File: config.mk
export PLATFORM = sky130hd
export DESIGN_NAME = rgb_frame_writer
export DESIGN_NICKNAME = d
export VERILOG_FILES = /design/src/rtl/rgb_frame_writer.sv
export SDC_FILE = /design/constraint.sdc
export NUM_CORES = 1
export LEC_CHECK = 0
export CELL_PAD_IN_SITES_DETAIL_PLACEMENT = 0
export CELL_PAD_IN_SITES_GLOBAL_PLACEMENT = 1
export CORE_MARGIN = 3
export CORE_UTILIZATION = 43
export CTS_BUF_LIST = sky130_fd_sc_hd__clkbuf_8
export DETAILED_ROUTE_END_ITERATION = 6
export PLACE_DENSITY_LB_ADDON = 0.1
export SYNTH_ARGS = -nofsm -noshare
export SYNTH_HDL_FRONTEND = slang
export SYNTH_SLANG_ARGS = --single-unit
File: constraint.sdc
create_clock -name clk_i -period 5.76 [get_ports clk_i]
set_input_delay 1.152 -clock clk_i [delete_from_list [all_inputs] [get_ports clk_i]]
set_output_delay 1.152 -clock clk_i [all_outputs]
set_load 0.005 [all_outputs]
File: src/rtl/rgb_frame_writer.sv
// rgb_frame_writer
//   Assembles a UART byte stream of R,G,B triplets into 24-bit pixels and
//   writes them row-major into the frame buffer through a valid/ready style
//   write port. Tracks the byte phase, generates linear addresses, wraps at
//   the end of the frame, drops pixels under back-pressure and resyncs after
//   a stalled partial pixel.
//
// Ports
//   clk_i, rst_i        clock, synchronous active-high reset
//   start_i             pulse: restart the frame at address 0
//   rx_data_i/rx_valid_i  received byte and its one-cycle strobe
//   wr_addr_o/wr_data_o/wr_en_o  write request ({R,G,B}, R in [23:16])
//   wr_ready_i          memory accepts the write this cycle
//   frame_done_o        pulse after the last pixel of the frame is written
//   overflow_o          sticky: a pixel was dropped due to back-pressure
//   sync_err_o          pulse: partial pixel discarded by idle timeout
//   busy_o              mid-pixel or write pending
module rgb_frame_writer #(
    parameter int H_RES          = 640,
    parameter int V_RES          = 480,
    parameter int ADDR_W         = 19,
    parameter int TIMEOUT_CYCLES = 1_000_000
) (
    input  logic              clk_i,
    input  logic              rst_i,
    input  logic              start_i,
    input  logic [7:0]        rx_data_i,
    input  logic              rx_valid_i,
    output logic [ADDR_W-1:0] wr_addr_o,
    output logic [23:0]       wr_data_o,
    output logic              wr_en_o,
    input  logic              wr_ready_i,
    output logic              frame_done_o,
    output logic              overflow_o,
    output logic              sync_err_o,
    output logic              busy_o
);

    localparam int CNT_W = (TIMEOUT_CYCLES > 2) ? $clog2(TIMEOUT_CYCLES) : 1;
    localparam logic [CNT_W-1:0]  CNT_LAST  = CNT_W'(TIMEOUT_CYCLES - 1);
    localparam logic [ADDR_W-1:0] ADDR_LAST = ADDR_W'(H_RES * V_RES - 1);

    typedef enum logic [1:0] {PH_R, PH_G, PH_B} phase_e;

    phase_e            phase_q;
    logic [7:0]        r_q, g_q;
    logic [CNT_W-1:0]  idle_q;
    logic [ADDR_W-1:0] addr_q;
    logic [23:0]       wr_data_q;
    logic              wr_en_q;
    logic              frame_done_q;
    logic              overflow_q;
    logic              sync_err_q;

    logic              xfer;
    logic [ADDR_W-1:0] addr_d;

    // addr_q is always the address of the pending (or next) pixel, so it is
    // driven straight out; it only moves when a transfer completes.
    assign xfer   = wr_en_q && wr_ready_i;
    assign addr_d = !xfer                ? addr_q :
                    (addr_q == ADDR_LAST) ? '0     : addr_q + ADDR_W'(1);

    always_ff @(posedge clk_i) begin
        if (rst_i) begin
            phase_q      <= PH_R;
            r_q          <= '0;
            g_q          <= '0;
            idle_q       <= '0;
            addr_q       <= '0;
            wr_data_q    <= '0;
            wr_en_q      <= 1'b0;
            frame_done_q <= 1'b0;
            overflow_q   <= 1'b0;
            sync_err_q   <= 1'b0;
        end else if (start_i) begin
            // A coincident transfer still reaches memory, but the frame
            // restarts regardless; any coincident byte is discarded.
            phase_q      <= PH_R;
            idle_q       <= '0;
            addr_q       <= '0;
            wr_en_q      <= 1'b0;
            frame_done_q <= 1'b0;
            overflow_q   <= 1'b0;
            sync_err_q   <= 1'b0;
        end else begin
            frame_done_q <= xfer && (addr_q == ADDR_LAST);
            sync_err_q   <= 1'b0;
            addr_q       <= addr_d;
            if (xfer)
                wr_en_q <= 1'b0;

            if (rx_valid_i) begin
                idle_q <= '0;
                case (phase_q)
                    PH_R: begin
                        r_q     <= rx_data_i;
                        phase_q <= PH_G;
                    end
                    PH_G: begin
                        g_q     <= rx_data_i;
                        phase_q <= PH_B;
                    end
                    PH_B: begin
                        phase_q <= PH_R;
                        // Slot is free if idle or draining this very edge;
                        // otherwise the new pixel is lost.
                        if (!wr_en_q || xfer) begin
                            wr_en_q   <= 1'b1;
                            wr_data_q <= {r_q, g_q, rx_data_i};
                        end else begin
                            overflow_q <= 1'b1;
                        end
                    end
                    default: phase_q <= PH_R;
                endcase
            end else if (phase_q != PH_R) begin
                if (idle_q == CNT_LAST) begin
                    phase_q    <= PH_R;
                    idle_q     <= '0;
                    sync_err_q <= 1'b1;
                end else begin
                    idle_q <= idle_q + CNT_W'(1);
                end
            end
        end
    end

    assign wr_addr_o    = addr_q;
    assign wr_data_o    = wr_data_q;
    assign wr_en_o      = wr_en_q;
    assign frame_done_o = frame_done_q;
    assign overflow_o   = overflow_q;
    assign sync_err_o   = sync_err_q;
    assign busy_o       = (phase_q != PH_R) || wr_en_q;

endmodule

== Word level (Yosys, flattened, before mapping) ==
Index checks and enable logic that the tools add are counted.
Storage, ports and cells
  flip-flop bits (word level): 85
  bits of input ports: 13
  output and inout bits: 48
  logic and storage cells: 47
Cells by class
  add/subtract/negate cells: 2
  equality and inequality tests: 4
  multiplexer cells: 11
  bitwise logic cells: 3
  reductions and logical operators: 17
Operators by type and width (number)
  20-bit by 1-bit adder with 20-bit output, second input constant: 1
  20-bit equality test, second input constant: 1
  20-bit two-way mux: 1
  19-bit by 1-bit adder with 19-bit output, second input constant: 1
  19-bit equality test, second input constant: 1
  19-bit two-way mux: 1
  3-bit AND reduction: 3
  2-bit two-way mux: 3
  2-bit nonzero test: 3
  1-bit two-way mux: 5
  2-bit one-hot mux with 2 select lines: 1
  4-bit AND reduction: 1
  4-bit OR reduction: 1
  1-bit inverter: 3
  3-bit OR reduction: 1
  2-bit by 1-bit equality test with 1-bit output, second input constant: 1
  2-bit equality test, second input constant: 1
  1-bit logical AND: 2
  2-bit zero test: 1
  1-bit logical OR: 2
  2-bit AND reduction: 1
  2-bit OR reduction: 1
  1-bit zero test: 1

== Depth between registers and ports, before layout ==
Gate-level depths: netlist of the first run.
  word-level depth: 5
  gate-level depth with buffers: 7
  depth with buffers taken out: 5

== Worst setup path after synthesis of the first run ==
OpenSTA, ideal clock, no wires.
  kind: input to register
  start: input wr_ready_i
  end: register addr_q[18], in the netlist wr_addr_o[18]
  library setup time: 69 ps
  arrival time: 2492 ps
  required time: 5691 ps
  path slack: 3200 ps
  stages on the path: 5
  buffers on the path: 1
  path through: nand4_2 > or4_1 > buf_2 > or4_1 > o21ai_1
Between the ends
  word-level cells in the longest chain between the ends: 1
Ends and longest elaborated chain
  from (decl): line 32  | input logic wr_ready_i,
  1-bit logical AND: line 60  | assign xfer = wr_en_q && wr_ready_i;
  to (signal assigned): line 89  | addr_q <= addr_d;
  to (decl): line 48  | logic [ADDR_W-1:0] addr_q;
No other way between the ends.
A chain may end at the register's enable or synchronous reset.

== Worst setup path after layout of the first run ==
  start: input wr_ready_i
  end: register addr_q[2], in the netlist wr_addr_o[2]
Same word-level chain as after synthesis.

==> results of run 1 <==
-- power by group through the flow --
stage	registers, mW	logic (mW)	clock network, mW
floorplan	0.607	0.0195	0
global placement	0.608	0.0359	0
detailed placement	0.608	0.0363	0
CTS	0.594	0.0365	0.548
global route	0.595	0.0403	0.573
finish	0.594	0.0361	0.536
-- cell usage in the layout, fill, tap and decap left out --
cell and instances:
dfxtp_1 85, nand2_1 80, clkdlybuf4s50_1 60, a21oi_1 47, nor2_1 44, xnor2_1 14
or3_1 13, nand3_1 11, nand4_1 11, xor2_1 11, o21ai_0 11, mux2i_1 9
clkbuf_8 9, or4_1 8, inv_1 7, nor3_1 7, nor4_1 5, bufinv_16 4
buf_4 4, o21ai_1 3, and4_1 3, and3_1 2, nand3b_1 2, or2_2 2
o31ai_1 2, ha_1 2, nand4_2 1, o21ai_2 1, nor2b_1 1, nor3_2 1
nor4b_2 1, nand2b_1 1, nor4bb_1 1, nor4bb_2 1, o211ai_1 1, o211a_1 1
clkinv_4 1, clkinvlp_4 1
-- cell type report --
type,count,area [um^2]
clock buffers,9,123.9
clock inverters,6,136.4
fillers,708,3123
inverters,7,26.28
multi-input cells,297,1620
flip-flops and latches,85,1702
well taps,99,123.9
repair buffers,64,630.6
-- worst min-delay path, delay by kind of cell, from the launching register on --
family | cells | cell delay [ps]
DFF | 1 | 310
and+or+nand+nor | 1 | 50
AOI/OAI and AO/OA | 1 | 50
-- worst max path at each step --
stage / from / endpoint / slack [ps] / cells after the start
global placement: wr_ready_i / wr_addr_o[0] / 2380 / 5
finish: wr_ready_i / wr_addr_o[2] / 2670 / 5
detailed placement: wr_ready_i / wr_addr_o[0] / 2280 / 5
floorplan: wr_ready_i / wr_addr_o[18] / 3200 / 5
global route: wr_ready_i / wr_addr_o[2] / 2520 / 5
CTS: wr_ready_i / wr_addr_o[2] / 2660 / 5
-- sequential cells by signal, indices dropped and copies added (netlist names) --
register	count
r_q	8
g_q	8
wr_addr_o	19
phase_q	2
overflow_o	1
idle_q	20
wr_en_o	1
sync_err_o	1
frame_done_o	1
wr_data_o	24
-- per-layer routing --
layer	up-vias	GRT usage, %	part of all wire (%)
li1	1506	-	-
met1	1323	23.95	50
met2	46	27.77	45
met3	6	5.525	3.8
met4	0	4.808	0.81
met5	-	0	0
-- per-stage QoR --
| stage | hold WS [ps] | setup WS (ps) | power, mW |
|---|---|---|---|
| 6_report | 455.4 | 2671 | 1.166 |
| 5_1_grt | 473.7 | 2522 | 1.208 |
| 4_1_cts | 458.0 | 2658 | 1.179 |
| 3_5_place_dp | 444.8 | 2285 | 0.6446 |
| 3_3_place_gp | 437.1 | 2377 | 0.6440 |
| 2_1_floorplan | 431.2 | 3200 | 0.6262 |
-- logic make-up after synthesis --
logic type | count (synthesis) | share of synthesized area [%]
xor+xnor | 25 | 6.422
mux | 9 | 2.642
flops | 85 | 49.91
simple gates | 195 | 27.05
fa+ha+maj | 2 | 0.7338
compound gates | 66 | 10.17
buf+inv | 27 | 3.083
==> flow_summary.yaml, run 1 <==
outcome:
  outcome: "finished, final reports clean"
power_and_ir_drop:
  power_density_mw_per_mm2: 267.3
  clkPwrFrac_pct: 45.9
  intPower_uw: 936.2
  p_leak_nw: 1.365
  ir_drop_mv: 0.1577
  combPwrFrac_pct: 3.1
  p_switching_uw: 230.0
  swShare_pct: 19.72
  seq_power_share_pct: 51.0
placement:
  post-dp-hpwl_um: 5142
  io_buffers: 60
  placed_cells: 552
  place_area_mm2: 0.004096
  gp_congestion: 0.7450
grt:
  grt_overflow: 0
  grt_usage_pct: 17.82
  grt_antenna_before_repair: 0
  grt_max_degree: 43
  grt_pass1_vias: 2730
  grt_first_pass_wirelength_um: 12680
cts:
  cts_buffer_depth: 2
  clk_latency_ps: 350
  cts.clk_slew.worst_paths_ps: 80
  cts_root_buf: "clkbuf_8"
  cts_tree: "built"
  cts_buffers: 9
  postCtsHoldBufs: 0
  post_cts_buffers: 0
  htreeDepth: 3
  ctsResizeCount: 0
  cts_sinks: 85
route:
  drt_iter0_drc: 133
  drt-pass1-iter-count: 4
  vias_per_cell: 5.081
  ant_nets: 0
  drc: 0
  vias: 2881
  wl_um: 7485
  wl_per_cell_um: 13.20
synth:
  netlist_area_mm2: 0.003410
  syn_area_per_cell_um2: 8.336
  ys_seq_area_share_pct: 49.91
  synthFlopType: "dfxtp_1"
  synthArstFlopShare_pct: 0
  synthCells: 409
  synth_top_cell_by_area: "dfxtp_1"
  ys_types: 32
  synth_top_area_share_pct: 49.91
  synth_edf_count: 0
  ys_ff_latch: 85
  synth_most_common_cell: "dfxtp_1"
  synth_top_cells_by_area: "dfxtp_1 50%, nand2_1 8.8%, a21oi_1 6.9%, nor2_1 4.8%, xnor2_1 3.6%"
  ys_warn_count: 0
  synth_common_cells: "85 x dfxtp_1, 80 x nand2_1, 47 x a21oi_1, 44 x nor2_1, 17 x clkbuf_1"
  synth.net_count: 424
sta:
  post-route-period-util_pct: 53.62
  finClkSkew_ps: 8.845
  clock.fmax_ghz: 0.3238
  hold_viol_final: 0
  timing.slew.headroom_pct: 44.49
  finalCriticalPeriod_ps: 3089
  max_slew.worst_pin.slew_ps: 827.1
  finalSetupViolCount: 0
  drv_slew: 0
  tns_ps: 0
  rsz0062_at_grt: "false"
critical_path:
  cp_cell_sequence: "clkdlybuf4s50_1 -> nand4_2 -> or4_1 -> o21ai_2 -> nor2_1"
  crit-reg2reg-launch: "wr_addr_o[0]"
  r2r_cells: 5
  crit_path_top_delay_cell: "or4_1"
  startpoint_type: "input pin"
  end_kind: "flop"
  path_delay_family: "simple AND/OR/NAND/NOR gates"
  reg2reg_setup_slack_ps: 3420
  cp.required_ps: 5970
  worstPathMaxFanout: 15
  r2r-end: "wr_addr_o[2]"
  cp.arrival_ps: 3300
  criticalPathCategory: "in -> reg"
  slowest_delay_ps: 700
  worst-path-buf-inv: 1
finish:
  final_util_pct: 58.28
  final_cells: 567
  drive_above_1_share_pct: 5.556
  fin_nets: 479
  syn2layout_area_growth_pct: 27.96
  antenna_cells: 0
  design_area_mm2: 0.004363
floorplan:
  fp.coreArea_mm2: 0.007486
  die_h_um: 95.05
  fp-row-count: 31
  die_w_um: 95.05
  ios: 61
  dieArea_mm2: 0.009034
  start_util_pct: 45.55
worst_hold_path:
  hp-class: "reg -> reg"
  hold_start: "wr_data_o[16]"
  whs_endpoint: "wr_data_o[16]"
  min_path_cells: 2
flow_run:
  cap_violations: 0
Power figures use the tool's default switching activity.
==> run 2, diff against run 1 <==
- CORE_UTILIZATION: 43 -> 40
- clock period: 5.76 -> 3 ns (I/O delays scaled with it)
==> flow_summary.yaml, run 2 (synthesized netlist as in run 1, its figures left out) <==
worst_hold_path:
  min_path_cells: 2
  hold_start: "g_q[7]"
  whs_endpoint: "wr_data_o[15]"
  hp-class: "reg -> reg"
sta:
  max_slew.worst_pin.slew_ps: 836.1
  clock.fmax_ghz: 0.4358
  timing.slew.headroom_pct: 44.26
  worst_slack_ps: 705.5
  tns_ps: 0
  finalSetupViolCount: 0
  rsz0062_at_grt: "false"
  finClkSkew_ps: 9.234
  post-route-period-util_pct: 76.48
  finalCriticalPeriod_ps: 2295
  hold_viol_final: 0
  drv_slew: 0
grt:
  grt_first_pass_wirelength_um: 13150
  busiest_layer: "met2"
  grtUsageMet2_pct: 24.39
  grt_usage_pct: 16.50
  grt_max_degree: 42
  grt_overflow: 0
  grtUsageMet3_pct: 3.357
  gr-usage-met1_pct: 23.65
  grt_antenna_before_repair: 0
  grt_pass1_vias: 2728
placement:
  io_buffers: 60
  gp_congestion: 0.8465
  post-dp-hpwl_um: 5385
  placed_cells: 562
  place_ws_ps: 369.5
finish:
  antenna_cells: 0
  fillers: 834
  drive_above_1_share_pct: 6.131
  final_cell_mix: "85 x dfxtp_1, 80 x nand2_1, 60 x clkdlybuf4s50_1"
  multi_input_area_mm2: 0.001614
  seqCellArea_mm2: 0.001702
  largest_reg_flops: 24
  fin_nets: 483
  final_common_cell: "dfxtp_1"
  final_cells: 578
  syn2layout_area_growth_pct: 28.55
critical_path:
  r2r-end: "wr_addr_o[18]"
  cp_cell_sequence: "clkdlybuf4s50_1 -> nand4_2 -> or4_1 -> or4_1 -> o21ai_1"
  r2r_cells: 5
  cp.arrival_ps: 2570
  startpoint_type: "input pin"
  crit_path_top_delay_cell: "or4_1"
  cpMostUsedCell: "or4_1"
  criticalPathCategory: "in -> reg"
  slowest_delay_ps: 670
  end_kind: "flop"
  cp.required_ps: 3280
  crit-reg2reg-launch: "wr_addr_o[0]"
  reg2reg_setup_slack_ps: 940
  worstPathMaxFanout: 7
route:
  drt-pass1-iter-count: 4
  ant_nets: 0
  vias: 2929
  vias_per_cell: 5.067
  wl_um: 7755
  drt_iter0_drc: 75
  drc: 0
  wl_per_cell_um: 13.42
cts:
  cts.clk_slew.worst_paths_ps: 90
  clk_latency_ps: 350
  cts_root_buf: "clkbuf_8"
  post_cts_buffers: 0
  postCtsHoldBufs: 0
  htreeDepth: 3
  cts_buffer_depth: 2
  cts_tree: "built"
  cts_buffers: 9
  cts_sinks: 85
  ctsResizeCount: 0
outcome:
  outcome: "finished, final reports clean"
power_and_ir_drop:
  p_total_mw: 2.189
  power_density_mw_per_mm2: 499.4
  ir_drop_mv: 0.2598
  p_leak_nw: 1.384
floorplan:
  fp.coreArea_mm2: 0.008258
  die_w_um: 98.33
  ios: 61
  start_util_pct: 41.29
  dieArea_mm2: 0.009668
  die_h_um: 98.33
  fp-row-count: 33
flow_run:
  cap_violations: 0
-- run 2: changes by cell type in the layout (fill, tap and decap cells not counted), sizes merged --
| cell | before | now |
|---|---|---|
| clkbuf | 9 | 10 |
| inv | 7 | 8 |
| bufinv | 4 | 3 |
| clkinv | 1 | 2 |
| buf | 4 | 8 |
| clkinvlp | 1 | 0 |
-- run 2: worst max-delay path: cells and delay by family --
kind / cells / cell delay, ps
buffers and inverters: 1 / 570
and+or+nand+nor: 3 / 1310
AOI/OAI and AO/OA: 1 / 80
-- run 2: worst max path at each step --
stage	start	end	slack (ps)
floorplan	wr_ready_i	wr_addr_o[18]	990
global placement	wr_ready_i	wr_addr_o[18]	390
detailed placement	wr_ready_i	wr_addr_o[18]	370
CTS	wr_ready_i	wr_addr_o[18]	730
global route	wr_ready_i	wr_addr_o[17]	630
finish	wr_ready_i	wr_addr_o[18]	710
-- run 2: cell type report --
type / instances / area share [%]
well taps: 105 / 2.997
flip-flops and latches: 85 / 38.82
clock buffers: 10 / 3.140
inverters: 7 / 0.5995
repair buffers: 68 / 15.07
clock inverters: 6 / 2.541
multi-input cells: 297 / 36.83
-- run 2: through the flow --
step                instance area (um^2)  hold slack, ps  utilization, %
floorplan                           3410           431.2               -
global placement                    4134           435.9           50.06
detailed placement                  4134           440.5           50.06
CTS                                 4383           441.2           53.08
global route                        4383           477.9           53.08
finish                              4383           445.2           53.08
-- run 2: report_power, final --
part	leakage [nW]	internal [mW]	switching, mW
Sequential	0.686	1.13	0.00590
Combinational	0.570	0.0313	0.0425
Clock	0.128	0.576	0.398
Total	1.38	1.74	0.447
-- run 2: layer usage --
metal	routed length [um]	vias up	part of all wire, %
li1	-	1520	-
met1	3931	1347	51
met2	3439	51	44
met3	283	11	3.6
met4	99	0	1.3
met5	0	-	0
